**src/rtl/uart_io_ctrl_if.sv**
```systemverilog
// Bus bundle between uart_io_ctrl and its surroundings: UART rx/tx cores,
// CPU writeback, register-file write port and the interrupt line.
interface uart_io_ctrl_if;
  logic        rx_valid;
  logic [7:0]  rx_data;
  logic        wb_en;
  logic [4:0]  wb_addr;
  logic [31:0] wb_data;
  logic        rf_we;
  logic [4:0]  rf_waddr;
  logic [31:0] rf_wdata;
  logic        uart_flag;
  logic        irq;
  logic        irq_ack;
  logic        overrun;
  logic        tx_req;
  logic [7:0]  tx_byte;
  logic        tx_ready;
  logic        tx_start;
  logic [7:0]  tx_data;
  logic        tx_busy;

  modport master (
    output rx_valid, rx_data, wb_en, wb_addr, wb_data, irq_ack,
           tx_req, tx_byte, tx_busy,
    input  rf_we, rf_waddr, rf_wdata, uart_flag, irq, overrun,
           tx_ready, tx_start, tx_data
  );

  modport slave (
    input  rx_valid, rx_data, wb_en, wb_addr, wb_data, irq_ack,
           tx_req, tx_byte, tx_busy,
    output rf_we, rf_waddr, rf_wdata, uart_flag, irq, overrun,
           tx_ready, tx_start, tx_data
  );
endinterface

```
**src/rtl/uart_io_ctrl.sv**
```systemverilog
// UART <-> CPU sequencer: rx bytes become operand register writes sharing the
// writeback port (writeback has priority), plus a one-byte tx handshake FSM.
module uart_io_ctrl (
  input  logic          clk,
  input  logic          rst,
  uart_io_ctrl_if.slave bus
);
  localparam logic [4:0]  OP1_REG    = 5'd4;
  localparam logic [4:0]  OP2_REG    = 5'd5;
  localparam int unsigned TX_TIMEOUT = 4;
  localparam int unsigned TMR_W      = 3;

  typedef struct packed {
    logic       flag;
    logic [7:0] data;
  } rx_entry_t;

  typedef enum logic [1:0] {
    TX_IDLE,
    TX_START,
    TX_WAIT_BUSY,
    TX_WAIT_DONE
  } tx_state_e;

  rx_entry_t  fifo_q [2];
  logic       rd_ptr_q, wr_ptr_q;
  logic [1:0] count_q, count_d;
  logic       uart_flag_q;
  logic       irq_q, irq_d;
  logic       overrun_q;

  rx_entry_t  head;
  logic       fifo_empty, fifo_full;
  logic       pop, push, drop;

  tx_state_e        state_q;
  logic [TMR_W-1:0] tmr_q;
  logic             tx_start_q, tx_ready_q;
  logic [7:0]       tx_data_q;

  assign head       = fifo_q[rd_ptr_q];
  assign fifo_empty = (count_q == 2'd0);
  assign fifo_full  = (count_q == 2'd2);
  assign pop        = !bus.wb_en && !fifo_empty;
  assign push       = bus.rx_valid && (!fifo_full || pop);
  assign drop       = bus.rx_valid && fifo_full && !pop;
  assign count_d    = count_q + 2'(push) - 2'(pop);
  assign irq_d      = (pop && head.flag) || (irq_q && !bus.irq_ack);

  // Shared write port: CPU writeback first, then the FIFO head.
  always_comb begin
    bus.rf_we    = 1'b0;
    bus.rf_waddr = bus.wb_addr;
    bus.rf_wdata = bus.wb_data;
    if (bus.wb_en) begin
      bus.rf_we = 1'b1;
    end else if (!fifo_empty) begin
      bus.rf_we    = 1'b1;
      bus.rf_waddr = head.flag ? OP2_REG : OP1_REG;
      bus.rf_wdata = {24'h0, head.data};
    end
  end

  always_ff @(posedge clk) begin
    if (rst) begin
      rd_ptr_q    <= 1'b0;
      wr_ptr_q    <= 1'b0;
      count_q     <= 2'd0;
      uart_flag_q <= 1'b0;
      irq_q       <= 1'b0;
      overrun_q   <= 1'b0;
    end else begin
      if (push) begin
        fifo_q[wr_ptr_q] <= '{flag: uart_flag_q, data: bus.rx_data};
        wr_ptr_q         <= ~wr_ptr_q;
        uart_flag_q      <= ~uart_flag_q;
      end
      if (pop) begin
        rd_ptr_q <= ~rd_ptr_q;
      end
      if (drop) begin
        overrun_q <= 1'b1;
      end
      count_q <= count_d;
      irq_q   <= irq_d;
    end
  end

  // Transmit handshake; a missing tx_busy response times out back to idle.
  always_ff @(posedge clk) begin
    if (rst) begin
      state_q    <= TX_IDLE;
      tmr_q      <= '0;
      tx_start_q <= 1'b0;
      tx_ready_q <= 1'b1;
      tx_data_q  <= 8'h00;
    end else begin
      case (state_q)
        TX_IDLE: begin
          if (bus.tx_req) begin
            state_q    <= TX_START;
            tx_data_q  <= bus.tx_byte;
            tx_start_q <= 1'b1;
            tx_ready_q <= 1'b0;
          end
        end
        TX_START: begin
          state_q    <= TX_WAIT_BUSY;
          tx_start_q <= 1'b0;
          tmr_q      <= '0;
        end
        TX_WAIT_BUSY: begin
          if (bus.tx_busy) begin
            state_q <= TX_WAIT_DONE;
          end else if (tmr_q == TMR_W'(TX_TIMEOUT - 1)) begin
            state_q    <= TX_IDLE;
            tx_ready_q <= 1'b1;
          end else begin
            tmr_q <= tmr_q + TMR_W'(1);
          end
        end
        TX_WAIT_DONE: begin
          if (!bus.tx_busy) begin
            state_q    <= TX_IDLE;
            tx_ready_q <= 1'b1;
          end
        end
        default: begin
          state_q    <= TX_IDLE;
          tx_start_q <= 1'b0;
          tx_ready_q <= 1'b1;
        end
      endcase
    end
  end

  assign bus.uart_flag = uart_flag_q;
  assign bus.irq       = irq_q;
  assign bus.overrun   = overrun_q;
  assign bus.tx_start  = tx_start_q;
  assign bus.tx_ready  = tx_ready_q;
  assign bus.tx_data   = tx_data_q;
endmodule

```
**src/flat_wrapper.sv**
```systemverilog
// flat-port wrapper written by rule: the top's interface ports become plain ports
module uart_io_ctrl_flat 
  (clk, rst, bus_rx_valid, bus_rx_data, bus_wb_en, bus_wb_addr, bus_wb_data, bus_irq_ack, bus_tx_req, bus_tx_byte, bus_tx_busy, bus_rf_we, bus_rf_waddr, bus_rf_wdata, bus_uart_flag, bus_irq, bus_overrun, bus_tx_ready, bus_tx_start, bus_tx_data);
  uart_io_ctrl_if bus_i ();
  input  logic clk;
  input  logic rst;
  input wire logic [$bits(bus_i.rx_valid)-1:0] bus_rx_valid;
  input wire logic [$bits(bus_i.rx_data)-1:0] bus_rx_data;
  input wire logic [$bits(bus_i.wb_en)-1:0] bus_wb_en;
  input wire logic [$bits(bus_i.wb_addr)-1:0] bus_wb_addr;
  input wire logic [$bits(bus_i.wb_data)-1:0] bus_wb_data;
  input wire logic [$bits(bus_i.irq_ack)-1:0] bus_irq_ack;
  input wire logic [$bits(bus_i.tx_req)-1:0] bus_tx_req;
  input wire logic [$bits(bus_i.tx_byte)-1:0] bus_tx_byte;
  input wire logic [$bits(bus_i.tx_busy)-1:0] bus_tx_busy;
  output wire logic [$bits(bus_i.rf_we)-1:0] bus_rf_we;
  output wire logic [$bits(bus_i.rf_waddr)-1:0] bus_rf_waddr;
  output wire logic [$bits(bus_i.rf_wdata)-1:0] bus_rf_wdata;
  output wire logic [$bits(bus_i.uart_flag)-1:0] bus_uart_flag;
  output wire logic [$bits(bus_i.irq)-1:0] bus_irq;
  output wire logic [$bits(bus_i.overrun)-1:0] bus_overrun;
  output wire logic [$bits(bus_i.tx_ready)-1:0] bus_tx_ready;
  output wire logic [$bits(bus_i.tx_start)-1:0] bus_tx_start;
  output wire logic [$bits(bus_i.tx_data)-1:0] bus_tx_data;
  assign bus_i.rx_valid = bus_rx_valid;
  assign bus_i.rx_data = bus_rx_data;
  assign bus_i.wb_en = bus_wb_en;
  assign bus_i.wb_addr = bus_wb_addr;
  assign bus_i.wb_data = bus_wb_data;
  assign bus_i.irq_ack = bus_irq_ack;
  assign bus_i.tx_req = bus_tx_req;
  assign bus_i.tx_byte = bus_tx_byte;
  assign bus_i.tx_busy = bus_tx_busy;
  assign bus_rf_we = bus_i.rf_we;
  assign bus_rf_waddr = bus_i.rf_waddr;
  assign bus_rf_wdata = bus_i.rf_wdata;
  assign bus_uart_flag = bus_i.uart_flag;
  assign bus_irq = bus_i.irq;
  assign bus_overrun = bus_i.overrun;
  assign bus_tx_ready = bus_i.tx_ready;
  assign bus_tx_start = bus_i.tx_start;
  assign bus_tx_data = bus_i.tx_data;
  uart_io_ctrl u_core (.clk(clk), .rst(rst), .bus(bus_i));
endmodule
```
**config.mk**
```make
export PLATFORM = sky130hd
export DESIGN_NAME = uart_io_ctrl_flat
export DESIGN_NICKNAME = d
export VERILOG_FILES = /design/src/rtl/uart_io_ctrl_if.sv /design/src/rtl/uart_io_ctrl.sv /design/src/flat_wrapper.sv
export SDC_FILE = /design/constraint.sdc
export NUM_CORES = 1
export LEC_CHECK = 0
export ABC_CLOCK_PERIOD_IN_PS = 1860
export CORE_ASPECT_RATIO = 1.4
export CORE_MARGIN = 1
export CORE_UTILIZATION = 34
export DETAILED_ROUTE_END_ITERATION = 10
export PLACE_DENSITY = 0.89
export SYNTH_ARGS = -nofsm -noshare
export SYNTH_HDL_FRONTEND = slang
export SYNTH_SLANG_ARGS = --single-unit
```
**constraint.sdc**
```tcl
create_clock -name clk -period 1.86 [get_ports clk]
set_clock_uncertainty 0.05 [all_clocks]
set_input_delay 0.372 -clock clk [delete_from_list [all_inputs] [get_ports clk]]
set_output_delay 0.372 -clock clk [all_outputs]
set_load 0.02 [all_outputs]
```
==> run_summary.xml, run 1 <==
<?xml version="1.0" encoding="UTF-8"?>
<metrics>
  <group name="synth">
    <metric name="post_synth_most_frequent_cells" unit="">28 x and2_1, 23 x dfxtp_1, 18 x edfxtp_1, 17 x mux2i_1, 13 x nor2_1</metric>
    <metric name="syn_inst_count" unit="">181</metric>
    <metric name="netlist_area" unit="µm²">1880</metric>
    <metric name="asyncSetResetFlopFracSynth" unit="">0</metric>
    <metric name="yosysWarningCount" unit="">0</metric>
    <metric name="synth.ff_latch_count" unit="">41</metric>
    <metric name="synthMostInstantiatedCell" unit="">and2_1</metric>
    <metric name="synth.largest_area_cell" unit="">edfxtp_1</metric>
    <metric name="synthesis.nets" unit="">243</metric>
    <metric name="synth.top_cells.by_area" unit="">edfxtp_1 29%, dfxtp_1 25%, and2_1 9.3%, mux2i_1 9.1%, o21ai_0 3.2%</metric>
    <metric name="synth_cell_types" unit="">32</metric>
    <metric name="postSynthAreaPerCell" unit="µm²">10.4</metric>
    <metric name="synth-edff-count" unit="">18</metric>
    <metric name="ys_seq_area_frac" unit="">0.533</metric>
    <metric name="dominantRegCellSynth" unit="">dfxtp_1</metric>
    <metric name="synthDominantCellAreaShare" unit="">0.288</metric>
  </group>
  <group name="floorplan">
    <metric name="core_area" unit="µm²">5240</metric>
    <metric name="die_y_extent" unit="µm">89.9</metric>
    <metric name="die_w" unit="µm">64.8</metric>
    <metric name="pin_count" unit="">111</metric>
    <metric name="num_rows" unit="">31</metric>
    <metric name="initial_utilization" unit="">0.359</metric>
    <metric name="die_area" unit="µm²">5830</metric>
  </group>
  <group name="worst_setup_path">
    <metric name="critPathSlowestCell" unit="">dlygate4sd2_1</metric>
    <metric name="timing.critical_path.arrival" unit="ps">1410</metric>
    <metric name="critical_path.cell_chain" unit="">dlygate4sd2_1, o21bai_4, buf_12, clkbuf_16, o21ai_1, buf_2</metric>
    <metric name="crit_path_start_kind" unit="">input pin</metric>
    <metric name="critical_path_fanout_max" unit="">11</metric>
    <metric name="critical_path_required" unit="ps">1440</metric>
    <metric name="slowest_delay" unit="ps">250</metric>
    <metric name="cp-end-kind" unit="">output pin</metric>
    <metric name="criticalPathCategory" unit="">input pin to output pin</metric>
  </group>
  <group name="clock_tree">
    <metric name="cts_sinks" unit="">41</metric>
    <metric name="cts_buffers" unit="">5</metric>
    <metric name="clock_tree_from_tritoncts" unit="">yes</metric>
    <metric name="cts_max_level" unit="">2</metric>
    <metric name="cts.hold.buffers_added" unit="">0</metric>
    <metric name="clock_tree.buffer_depth" unit="">2</metric>
    <metric name="clk_pin_slew_worst_paths" unit="ps">80</metric>
    <metric name="root_buffer" unit="">clkbuf_8</metric>
    <metric name="clock_latency" unit="ps">290</metric>
  </group>
  <group name="layout">
    <metric name="seqCellArea" unit="µm²">1000</metric>
    <metric name="area_growth_syn_to_layout" unit="%">67.0</metric>
    <metric name="finalNetCount" unit="">365</metric>
    <metric name="multi_input_area" unit="µm²">816</metric>
    <metric name="fin_cells" unit="">370</metric>
    <metric name="final_layout_size_suffix_gt1_frac" unit="">0.224</metric>
    <metric name="final_cell_area" unit="µm²">3140</metric>
    <metric name="final.fill_count" unit="">475</metric>
    <metric name="antenna_cells_inserted" unit="">0</metric>
  </group>
  <group name="grt">
    <metric name="grt-ovfl-total" unit="">0</metric>
    <metric name="first_pass_grt_wire_length" unit="µm">7600</metric>
    <metric name="initial_antenna_violation_count" unit="">0</metric>
    <metric name="grt_max_degree" unit="">23</metric>
    <metric name="grt_pass1_vias" unit="">1721</metric>
    <metric name="grt_use_total" unit="">0.168</metric>
  </group>
  <group name="placement">
    <metric name="dp.final_hpwl" unit="µm">3590</metric>
    <metric name="port-buffer-count" unit="">110</metric>
    <metric name="placed_cell_area" unit="µm²">3120</metric>
    <metric name="global_placement_routability_congestion" unit="">0.772</metric>
    <metric name="placement.setup.worst_slack" unit="ps">-600</metric>
    <metric name="count_of_placed_standard_cells_including_taps" unit="">358</metric>
  </group>
  <group name="pwr">
    <metric name="static-leakage-power" unit="nW">1.28</metric>
    <metric name="p_per_area" unit="nW/µm²">735</metric>
    <metric name="report.power.total" unit="mW">2.30</metric>
    <metric name="vdd_drop_max" unit="µV">521</metric>
  </group>
  <group name="sta">
    <metric name="setup_slack" unit="ps">23.4</metric>
    <metric name="hold_viol_final" unit="">0</metric>
    <metric name="timing.final.setup_violations" unit="">0</metric>
    <metric name="timing.final.crit_share" unit="">0.987</metric>
    <metric name="timing_worst_slew_pin_value" unit="ps">322</metric>
    <metric name="grt_setup_unrepaired" unit="">true</metric>
    <metric name="maxSlewViolCount" unit="">0</metric>
    <metric name="max_clock_freq" unit="MHz">544</metric>
    <metric name="worst_slew_margin_rel" unit="">0.785</metric>
    <metric name="final.min_clock_period" unit="ps">1840</metric>
  </group>
  <group name="drt">
    <metric name="detail_route.iter0.violations" unit="">33</metric>
    <metric name="ant_nets" unit="">0</metric>
    <metric name="drt-vias-per-instance" unit="">4.76</metric>
    <metric name="vias" unit="">1760</metric>
    <metric name="route.final.wire_length" unit="µm">5090</metric>
    <metric name="route.detailed.drc" unit="">0</metric>
    <metric name="wl_per_cell" unit="µm">13.8</metric>
    <metric name="drt_pass1_iterations" unit="">4</metric>
  </group>
  <group name="status">
    <metric name="run_status" unit="">completed</metric>
  </group>
  <group name="min_path">
    <metric name="holdCritPathClass" unit="">register to register</metric>
  </group>
  <group name="run">
    <metric name="max_cap_violations" unit="">0</metric>
  </group>
</metrics>
## layer usage
metal | vias up | GRT usage | share of wire
li1 | 869 | - | -
met1 | 815 | 0.171 | 0.37
met2 | 69 | 0.320 | 0.54
met3 | 7 | 0.0470 | 0.072
met4 | 0 | 0.0444 | 0.011
met5 | - | 0 | 0
## per-stage QoR
step / TNS [ps] / hold WS [ps] / util
floorplan: 0 / 398 / -
global placement: -21960 / 404 / 0.596
detailed placement: -23780 / 420 / 0.596
CTS: -31.3 / 435 / 0.603
global route: -22.3 / 467 / 0.599
finish: 0 / 432 / 0.599
## critical path: cells and delay by family
kind	cells	cell delay [ps]
buf+inv	4	730
compound gates	2	310
## path summary, 6_finish.rpt
kind	to	slack [ps]	start	cells after the start
worst max-delay path	bus_rf_wdata[4]	20	bus_wb_en	6
worst min-delay path	u_core.tmr_q[1]	430	u_core.tmr_q[1]	2
worst max register to register	u_core.fifo_q[1][8]	200	u_core.count_q[0]	5
worst min register to register	u_core.tmr_q[1]	430	u_core.tmr_q[1]	2
## registers in the layout (all words and copies together), names as in the netlist, 2 cells and up, named ones only
register / count
u_core.state_q: 2
u_core.tmr_q: 3
u_core.bus.tx_data: 8
u_core.count_q: 2
u_core.fifo_q: 18
## power breakdown
part	leakage [nW]	internal (mW)	total, mW	switching, mW
clock network	0.0552	0.398	0.690	0.292
registers	0.355	0.988	1.02	0.0358
logic	0.865	0.313	0.590	0.277
## cell type report
class / count / share of cell area
repair buffers: 125 / 0.351
clock buffers: 6 / 0.0231
well taps: 66 / 0.0263
flip-flops and latches: 41 / 0.320
inverters: 7 / 0.00838
multi-input cells: 123 / 0.260
clock inverters: 2 / 0.0112
## cell usage in the layout, fill, tap and decap left out, types with 3 or more instances in the layout
cell type         n
a21oi_1           8
a31oi_1           3
and2_1           28
buf_12            3
buf_2            34
buf_4            10
buf_6             4
clkbuf_8          5
clkdlybuf4s50_1  71
dfxtp_1          21
edfxtp_1         18
inv_1             7
mux2i_1          17
nand2_1          10
nand2b_1          5
nand3_1           5
nor2_1           13
o21ai_0           4
o21ai_1           8
or3_1             3
## repair_timing
item | in CTS | in global routing
setup buffers | 0 | 1
setup endpoints to repair | 38 | 33
hold endpoints to repair | 0 | 0
gates cloned | 2 | 1
gates resized for setup | 154 | 27
pin swaps | 0 | 1
## logic make-up (layout without fill, tap and decap cells)
| group | Yosys count | in the layout | share of synthesized area |
|---|---|---|---|
| xor gates and xnor gates | 1 | 1 | 0.00466 |
| DFF | 41 | 41 | 0.533 |
| adders and majority gates | 2 | 2 | 0.0133 |
| muxes | 17 | 17 | 0.0906 |
| AOI/OAI and AO/OA | 31 | 31 | 0.0953 |
| and+or+nand+nor | 72 | 72 | 0.217 |
| buffers and inverters | 17 | 140 | 0.0460 |
Power figures use the tool's default switching activity.
==> inputs of run 2 (changes only) <==
CAP_MARGIN = 25   (was unset)
CTS_CLUSTER_DIAMETER = 40   (was unset)
SETUP_SLACK_MARGIN = 0.2   (was unset)
==> run 2 against run 1 <==
Against the previous run:
- register-to-register slack improved by 50 ps
- maximum frequency fell by 1.1%
- global-route usage rose by 0.59 points
- via count rose by 2.8%
- worst hold slack got worse by 12 ps
- die area did not move
- final cell count rose by 2.7%
- count of clock-buffer cells in the layout did not move
- cell area rose by 14%
- first-iteration DRC count rose by 36%
- critical path depth did not move
- core utilization rose by 8.2 points
- largest power group unchanged
- highest routed layer unchanged
==> run_summary.xml, run 2 (same netlist as run 1, synthesis figures left out) <==
<?xml version="1.0" encoding="UTF-8"?>
<metrics>
  <group name="status">
    <metric name="run_status" unit="">completed</metric>
  </group>
  <group name="layout">
    <metric name="layout_common_cells" unit="">58 x clkdlybuf4s50_1, 41 x buf_6, 26 x and2_4</metric>
    <metric name="seqCellArea" unit="µm²">1010</metric>
    <metric name="commonest_non_fill_non_tap_cell_in_the_layout" unit="">clkdlybuf4s50_1</metric>
    <metric name="finalNetCount" unit="">375</metric>
    <metric name="multi_input_area" unit="µm²">938</metric>
    <metric name="final_cell_area" unit="µm²">3570</metric>
    <metric name="fin_cells" unit="">380</metric>
    <metric name="max_flop_register" unit="">u_core.fifo_q</metric>
    <metric name="antenna_cells_inserted" unit="">0</metric>
    <metric name="layout.core_utilization" unit="">0.681</metric>
    <metric name="area_growth_syn_to_layout" unit="%">89.9</metric>
    <metric name="final_layout_size_suffix_gt1_frac" unit="">0.379</metric>
    <metric name="largest_register_ff_count" unit="">18</metric>
    <metric name="final.fill_count" unit="">407</metric>
  </group>
  <group name="sta">
    <metric name="timing.final.crit_share" unit="">0.999</metric>
    <metric name="timing.final.setup_violations" unit="">0</metric>
    <metric name="setup_slack" unit="ps">2.50</metric>
    <metric name="final.min_clock_period" unit="ps">1860</metric>
    <metric name="timing_worst_slew_pin_value" unit="ps">320</metric>
    <metric name="hold_viol_final" unit="">0</metric>
    <metric name="maxSlewViolCount" unit="">0</metric>
    <metric name="finalSetupTns" unit="ps">0</metric>
    <metric name="max_clock_freq" unit="MHz">538</metric>
    <metric name="worst_slew_margin_rel" unit="">0.786</metric>
    <metric name="grt_setup_unrepaired" unit="">true</metric>
  </group>
  <group name="drt">
    <metric name="detail_route.iter0.violations" unit="">45</metric>
    <metric name="drt_pass1_iterations" unit="">4</metric>
    <metric name="wl_per_cell" unit="µm">15.1</metric>
    <metric name="drt-vias-per-instance" unit="">4.76</metric>
    <metric name="vias" unit="">1809</metric>
    <metric name="ant_nets" unit="">0</metric>
    <metric name="route.final.wire_length" unit="µm">5750</metric>
    <metric name="route.detailed.drc" unit="">0</metric>
  </group>
  <group name="placement">
    <metric name="global_placement_routability_congestion" unit="">0.772</metric>
    <metric name="placed_cell_area" unit="µm²">3120</metric>
    <metric name="dp.final_hpwl" unit="µm">3590</metric>
    <metric name="count_of_placed_standard_cells_including_taps" unit="">358</metric>
    <metric name="placement.setup.worst_slack" unit="ps">-600</metric>
    <metric name="port-buffer-count" unit="">110</metric>
  </group>
  <group name="worst_setup_path">
    <metric name="timing.critical_path.arrival" unit="ps">1440</metric>
    <metric name="crit_path_start_kind" unit="">register</metric>
    <metric name="criticalPathCategory" unit="">register to output pin</metric>
    <metric name="cp-end-kind" unit="">output pin</metric>
    <metric name="critical_path_required" unit="ps">1440</metric>
    <metric name="critical_path_fanout_max" unit="">11</metric>
  </group>
  <group name="floorplan">
    <metric name="pin_count" unit="">111</metric>
    <metric name="core_area" unit="µm²">5240</metric>
    <metric name="die_area" unit="µm²">5830</metric>
    <metric name="num_rows" unit="">31</metric>
    <metric name="initial_utilization" unit="">0.359</metric>
    <metric name="die_w" unit="µm">64.8</metric>
    <metric name="die_y_extent" unit="µm">89.9</metric>
  </group>
  <group name="clock_tree">
    <metric name="clock_tree.buffer_depth" unit="">2</metric>
    <metric name="cts.hold.buffers_added" unit="">0</metric>
    <metric name="clock_tree_from_tritoncts" unit="">yes</metric>
    <metric name="cts_max_level" unit="">2</metric>
    <metric name="cts_buffers" unit="">5</metric>
    <metric name="cts_sinks" unit="">41</metric>
    <metric name="root_buffer" unit="">clkbuf_8</metric>
    <metric name="clock_latency" unit="ps">290</metric>
    <metric name="clk_pin_slew_worst_paths" unit="ps">80</metric>
  </group>
  <group name="pwr">
    <metric name="vdd_drop_max" unit="µV">563</metric>
    <metric name="p_per_area" unit="nW/µm²">692</metric>
    <metric name="static-leakage-power" unit="nW">1.53</metric>
  </group>
  <group name="run">
    <metric name="max_cap_violations" unit="">0</metric>
  </group>
  <group name="grt">
    <metric name="initial_antenna_violation_count" unit="">0</metric>
    <metric name="grt_max_degree" unit="">23</metric>
    <metric name="grt_pass1_vias" unit="">1738</metric>
    <metric name="first_pass_grt_wire_length" unit="µm">7840</metric>
    <metric name="grt_use_total" unit="">0.174</metric>
    <metric name="grt-ovfl-total" unit="">0</metric>
  </group>
  <group name="min_path">
    <metric name="holdCritPathClass" unit="">input pin to register</metric>
  </group>
</metrics>
## run 2: changes by cell type in the layout (fill, tap and decap cells not counted), sizes merged
cell	delta
buf	+11
clkdlybuf4s50	-13
dlygate4sd2	+11
dlymetal6s2s	+1
## run 2: worst paths after layout
path,slack [ps],from,to,depth (start not counted)
max,2,u_core.count_q[0],bus_rf_waddr[0],6
min,420,bus_wb_en,u_core.bus.overrun,4
max reg2reg,250,u_core.count_q[0],u_core.fifo_q[1][8],6
min reg2reg,430,u_core.tmr_q[2],u_core.tmr_q[2],2
## run 2: layout make-up
| type | instances | area share |
|---|---|---|
| Clock buffer | 6 | 0.0203 |
| Clock inverter | 2 | 0.00982 |
| Inverter | 7 | 0.00737 |
| Multi-Input combinational cell | 123 | 0.263 |
| Sequential cell | 41 | 0.282 |
| Tap cell | 66 | 0.0231 |
| Timing Repair Buffer | 135 | 0.394 |
## run 2: per-layer routing
metal / part of all wire / routed length [µm] / global-route usage
met1: 0.38 / 2160 / 0.178
met2: 0.55 / 3180 / 0.333
met3: 0.061 / 351 / 0.0457
met4: 0.011 / 65 / 0.0426
met5: 0 / 0 / 0
## run 2: per-stage QoR
step           hold WS [ps]  total power, mW
2_1_floorplan           398             1.32
3_3_place_gp            404             1.65
3_5_place_dp            420             1.67
4_1_cts                 435             2.41
5_1_grt                 466             2.58
6_report                420             2.47
## run 2: timing repair
item                                    CTS  global route
buffers inserted                          3             8
endpoints found under the setup margin   62            39
gates cloned                              2             1
pin swaps                                13             5
gates resized for setup                 272            46
## run 2: critical path, stage by stage, from the launching register on
cell and delay (ps):
dfxtp_4 360, o21bai_4 170, buf_6 140, buf_12 140
nand2_2 50, o21ai_1 100, buf_4 170
## run 2: report_power, final
part,leakage [nW],internal (mW),switching [mW],total (mW)
clock,0.0552,0.398,0.290,0.688
sequential,0.356,0.988,0.0348,1.02
combinational,1.12,0.437,0.322,0.759
==> inputs of run 3 (changes only) <==
CORE_UTILIZATION = 35   (was 34)
CTS_BUF_LIST = sky130_fd_sc_hd__clkbuf_8   (was unset)
PLACE_DENSITY = 0.91   (was 0.89)
==> run 3 against run 2 <==
Against the previous run:
- combinational power is 3.8% lower
- die area is 2.8% lower
- maximum frequency is 0.42% higher
- power is 7.1% lower
- core utilization is 0.18 points higher
- first-iteration DRC count is 40% lower
==> run_summary.xml, run 3 (same netlist as run 1, synthesis figures left out) <==
<?xml version="1.0" encoding="UTF-8"?>
<metrics>
  <group name="placement">
    <metric name="port-buffer-count" unit="">110</metric>
    <metric name="count_of_placed_standard_cells_including_taps" unit="">360</metric>
    <metric name="dp.final_hpwl" unit="µm">3440</metric>
    <metric name="global_placement_routability_congestion" unit="">0.722</metric>
  </group>
  <group name="min_path">
    <metric name="holdCritPathClass" unit="">register to register</metric>
  </group>
  <group name="clock_tree">
    <metric name="cts_buffers" unit="">5</metric>
    <metric name="clock_tree.buffer_depth" unit="">2</metric>
    <metric name="cts_sinks" unit="">41</metric>
    <metric name="clk_pin_slew_worst_paths" unit="ps">80</metric>
    <metric name="clock_latency" unit="ps">290</metric>
    <metric name="root_buffer" unit="">clkbuf_8</metric>
    <metric name="cts_max_level" unit="">2</metric>
    <metric name="clock_tree_from_tritoncts" unit="">yes</metric>
  </group>
  <group name="sta">
    <metric name="timing.final.setup_violations" unit="">0</metric>
    <metric name="worst_slew_margin_rel" unit="">0.778</metric>
    <metric name="final.min_clock_period" unit="ps">1850</metric>
    <metric name="maxSlewViolCount" unit="">0</metric>
    <metric name="holdWs" unit="ps">419</metric>
    <metric name="timing_worst_slew_pin_value" unit="ps">324</metric>
    <metric name="max_clock_freq" unit="MHz">541</metric>
    <metric name="timing.final.crit_share" unit="">0.994</metric>
    <metric name="grt_setup_unrepaired" unit="">true</metric>
    <metric name="hold_viol_final" unit="">0</metric>
  </group>
  <group name="layout">
    <metric name="antenna_cells_inserted" unit="">0</metric>
    <metric name="finalNetCount" unit="">374</metric>
    <metric name="area_growth_syn_to_layout" unit="%">87.6</metric>
    <metric name="final_layout_size_suffix_gt1_frac" unit="">0.329</metric>
    <metric name="fin_cells" unit="">379</metric>
    <metric name="multi_input_area" unit="µm²">928</metric>
    <metric name="seqCellArea" unit="µm²">1010</metric>
    <metric name="max_flop_register" unit="">u_core.fifo_q</metric>
    <metric name="largest_register_ff_count" unit="">18</metric>
    <metric name="commonest_non_fill_non_tap_cell_in_the_layout" unit="">clkdlybuf4s50_1</metric>
    <metric name="final.fill_count" unit="">376</metric>
    <metric name="layout_common_cells" unit="">58 x clkdlybuf4s50_1, 38 x buf_6, 20 x dfxtp_1</metric>
  </group>
  <group name="floorplan">
    <metric name="initial_utilization" unit="">0.364</metric>
    <metric name="die_y_extent" unit="µm">88.7</metric>
    <metric name="core_area" unit="µm²">5160</metric>
    <metric name="pin_count" unit="">111</metric>
    <metric name="die_area" unit="µm²">5670</metric>
    <metric name="num_rows" unit="">31</metric>
    <metric name="die_w" unit="µm">63.9</metric>
  </group>
  <group name="run">
    <metric name="max_cap_violations" unit="">0</metric>
  </group>
  <group name="status">
    <metric name="run_status" unit="">completed</metric>
  </group>
  <group name="drt">
    <metric name="wl_per_cell" unit="µm">14.0</metric>
    <metric name="route.final.wire_length" unit="µm">5320</metric>
    <metric name="ant_nets" unit="">0</metric>
    <metric name="drt_pass1_iterations" unit="">4</metric>
    <metric name="route.detailed.drc" unit="">0</metric>
    <metric name="vias" unit="">1765</metric>
    <metric name="detail_route.iter0.violations" unit="">27</metric>
    <metric name="drt-vias-per-instance" unit="">4.66</metric>
  </group>
  <group name="worst_setup_path">
    <metric name="critical_path.cell_chain" unit="">o21bai_4, buf_12, buf_12, buf_16, nand2_2, o21ai_1, buf_4</metric>
    <metric name="criticalPathCategory" unit="">register to output pin</metric>
    <metric name="worst_path_most_repeated_cell" unit="">buf_12</metric>
    <metric name="r2r_setup_slack" unit="ps">130</metric>
    <metric name="critical_path_buf_inv_count" unit="">4</metric>
    <metric name="critPathSlowestCell" unit="">dfxtp_4</metric>
    <metric name="critical_path_fanout_max" unit="">7</metric>
    <metric name="timing.critical_path.arrival" unit="ps">1430</metric>
    <metric name="cp-end-kind" unit="">output pin</metric>
    <metric name="slowest_delay" unit="ps">360</metric>
    <metric name="timing.critical_path.max_delay_family" unit="">buffers and inverters</metric>
    <metric name="crit_path_start_kind" unit="">register</metric>
    <metric name="critical_path_required" unit="ps">1440</metric>
  </group>
  <group name="grt">
    <metric name="grt-ovfl-total" unit="">0</metric>
    <metric name="initial_antenna_violation_count" unit="">0</metric>
    <metric name="grt_pass1_vias" unit="">1711</metric>
    <metric name="first_pass_grt_wire_length" unit="µm">7760</metric>
    <metric name="grt_max_degree" unit="">20</metric>
    <metric name="grt_use_total" unit="">0.182</metric>
  </group>
  <group name="pwr">
    <metric name="static-leakage-power" unit="nW">1.49</metric>
    <metric name="p_per_area" unit="nW/µm²">651</metric>
    <metric name="vdd_drop_max" unit="µV">645</metric>
  </group>
</metrics>
run 3: cell count changes in the layout (fill, tap and decap cells not counted), sizes merged:
cell / previous run / this run
clkbuf: 8 / 5
bufinv: 1 / 0
clkdlybuf4s15: 0 / 1
clkinv: 1 / 2
inv: 7 / 8
run 3: area by class of cell:
| cell class | count | share of cell area |
|---|---|---|
| Timing Repair Buffer | 134 | 0.396 |
| Sequential cell | 41 | 0.287 |
| Multi-Input combinational cell | 123 | 0.263 |
| Tap cell | 66 | 0.0234 |
| Clock buffer | 5 | 0.0195 |
| Inverter | 7 | 0.00746 |
| Clock inverter | 3 | 0.00391 |
run 3: stage by stage:
| stage | power (mW) | TNS (ps) | util | setup slack, ps | instance area, µm² |
|---|---|---|---|---|---|
| after floorplan | 1.32 | 0 | - | 196 | 1890 |
| after global placement | 1.65 | -22030 | 0.606 | -557 | 3130 |
| after detailed placement | 1.67 | -22710 | 0.606 | -572 | 3130 |
| after CTS | 2.28 | 0 | 0.661 | 18.4 | 3410 |
| after global routing | 2.40 | -231 | 0.683 | -47.7 | 3520 |
| final | 2.29 | 0 | 0.683 | 10.2 | 3520 |
run 3: power by group:
group	switching [mW]	internal (mW)	total [mW]	leakage, nW
Combinational	0.317	0.414	0.730	1.09
Sequential	0.0350	0.987	1.02	0.356
Clock	0.288	0.254	0.542	0.0491
run 3: layer usage:
metal | track usage | vias up | part of all wire
li1 | - | 887 | -
met1 | 0.191 | 812 | 0.37
met2 | 0.338 | 57 | 0.56
met3 | 0.0554 | 9 | 0.054
met4 | 0.0682 | 0 | 0.014
met5 | 0 | - | 0
run 3: final timing paths:
| kind | start | end | cells after the start |
|---|---|---|---|
| worst min register to register | u_core.bus.tx_ready | u_core.bus.tx_ready | 2 |
| worst min-delay path | u_core.bus.tx_ready | u_core.bus.tx_ready | 2 |
| worst max register to register | u_core.count_q[1] | u_core.fifo_q[1][1] | 7 |
| worst max-delay path | u_core.count_q[1] | bus_rf_wdata[0] | 7 |
run 3: tightest hold or removal path, delay by kind of cell, from the launching register on:
kind | cells | cell delay, ps
AO/OA/AOI/OAI | 1 | 70
flip-flops | 1 | 310
buffers and inverters | 1 | 40
run 3: what timing repair did:
action | in CTS | in global routing
pin swaps | 9 | 8
endpoints found under the setup margin | 59 | 60
buffers inserted | 5 | 0
cloned | 6 | 0
hold buffers | 0 | 0
gates resized for setup | 270 | 34
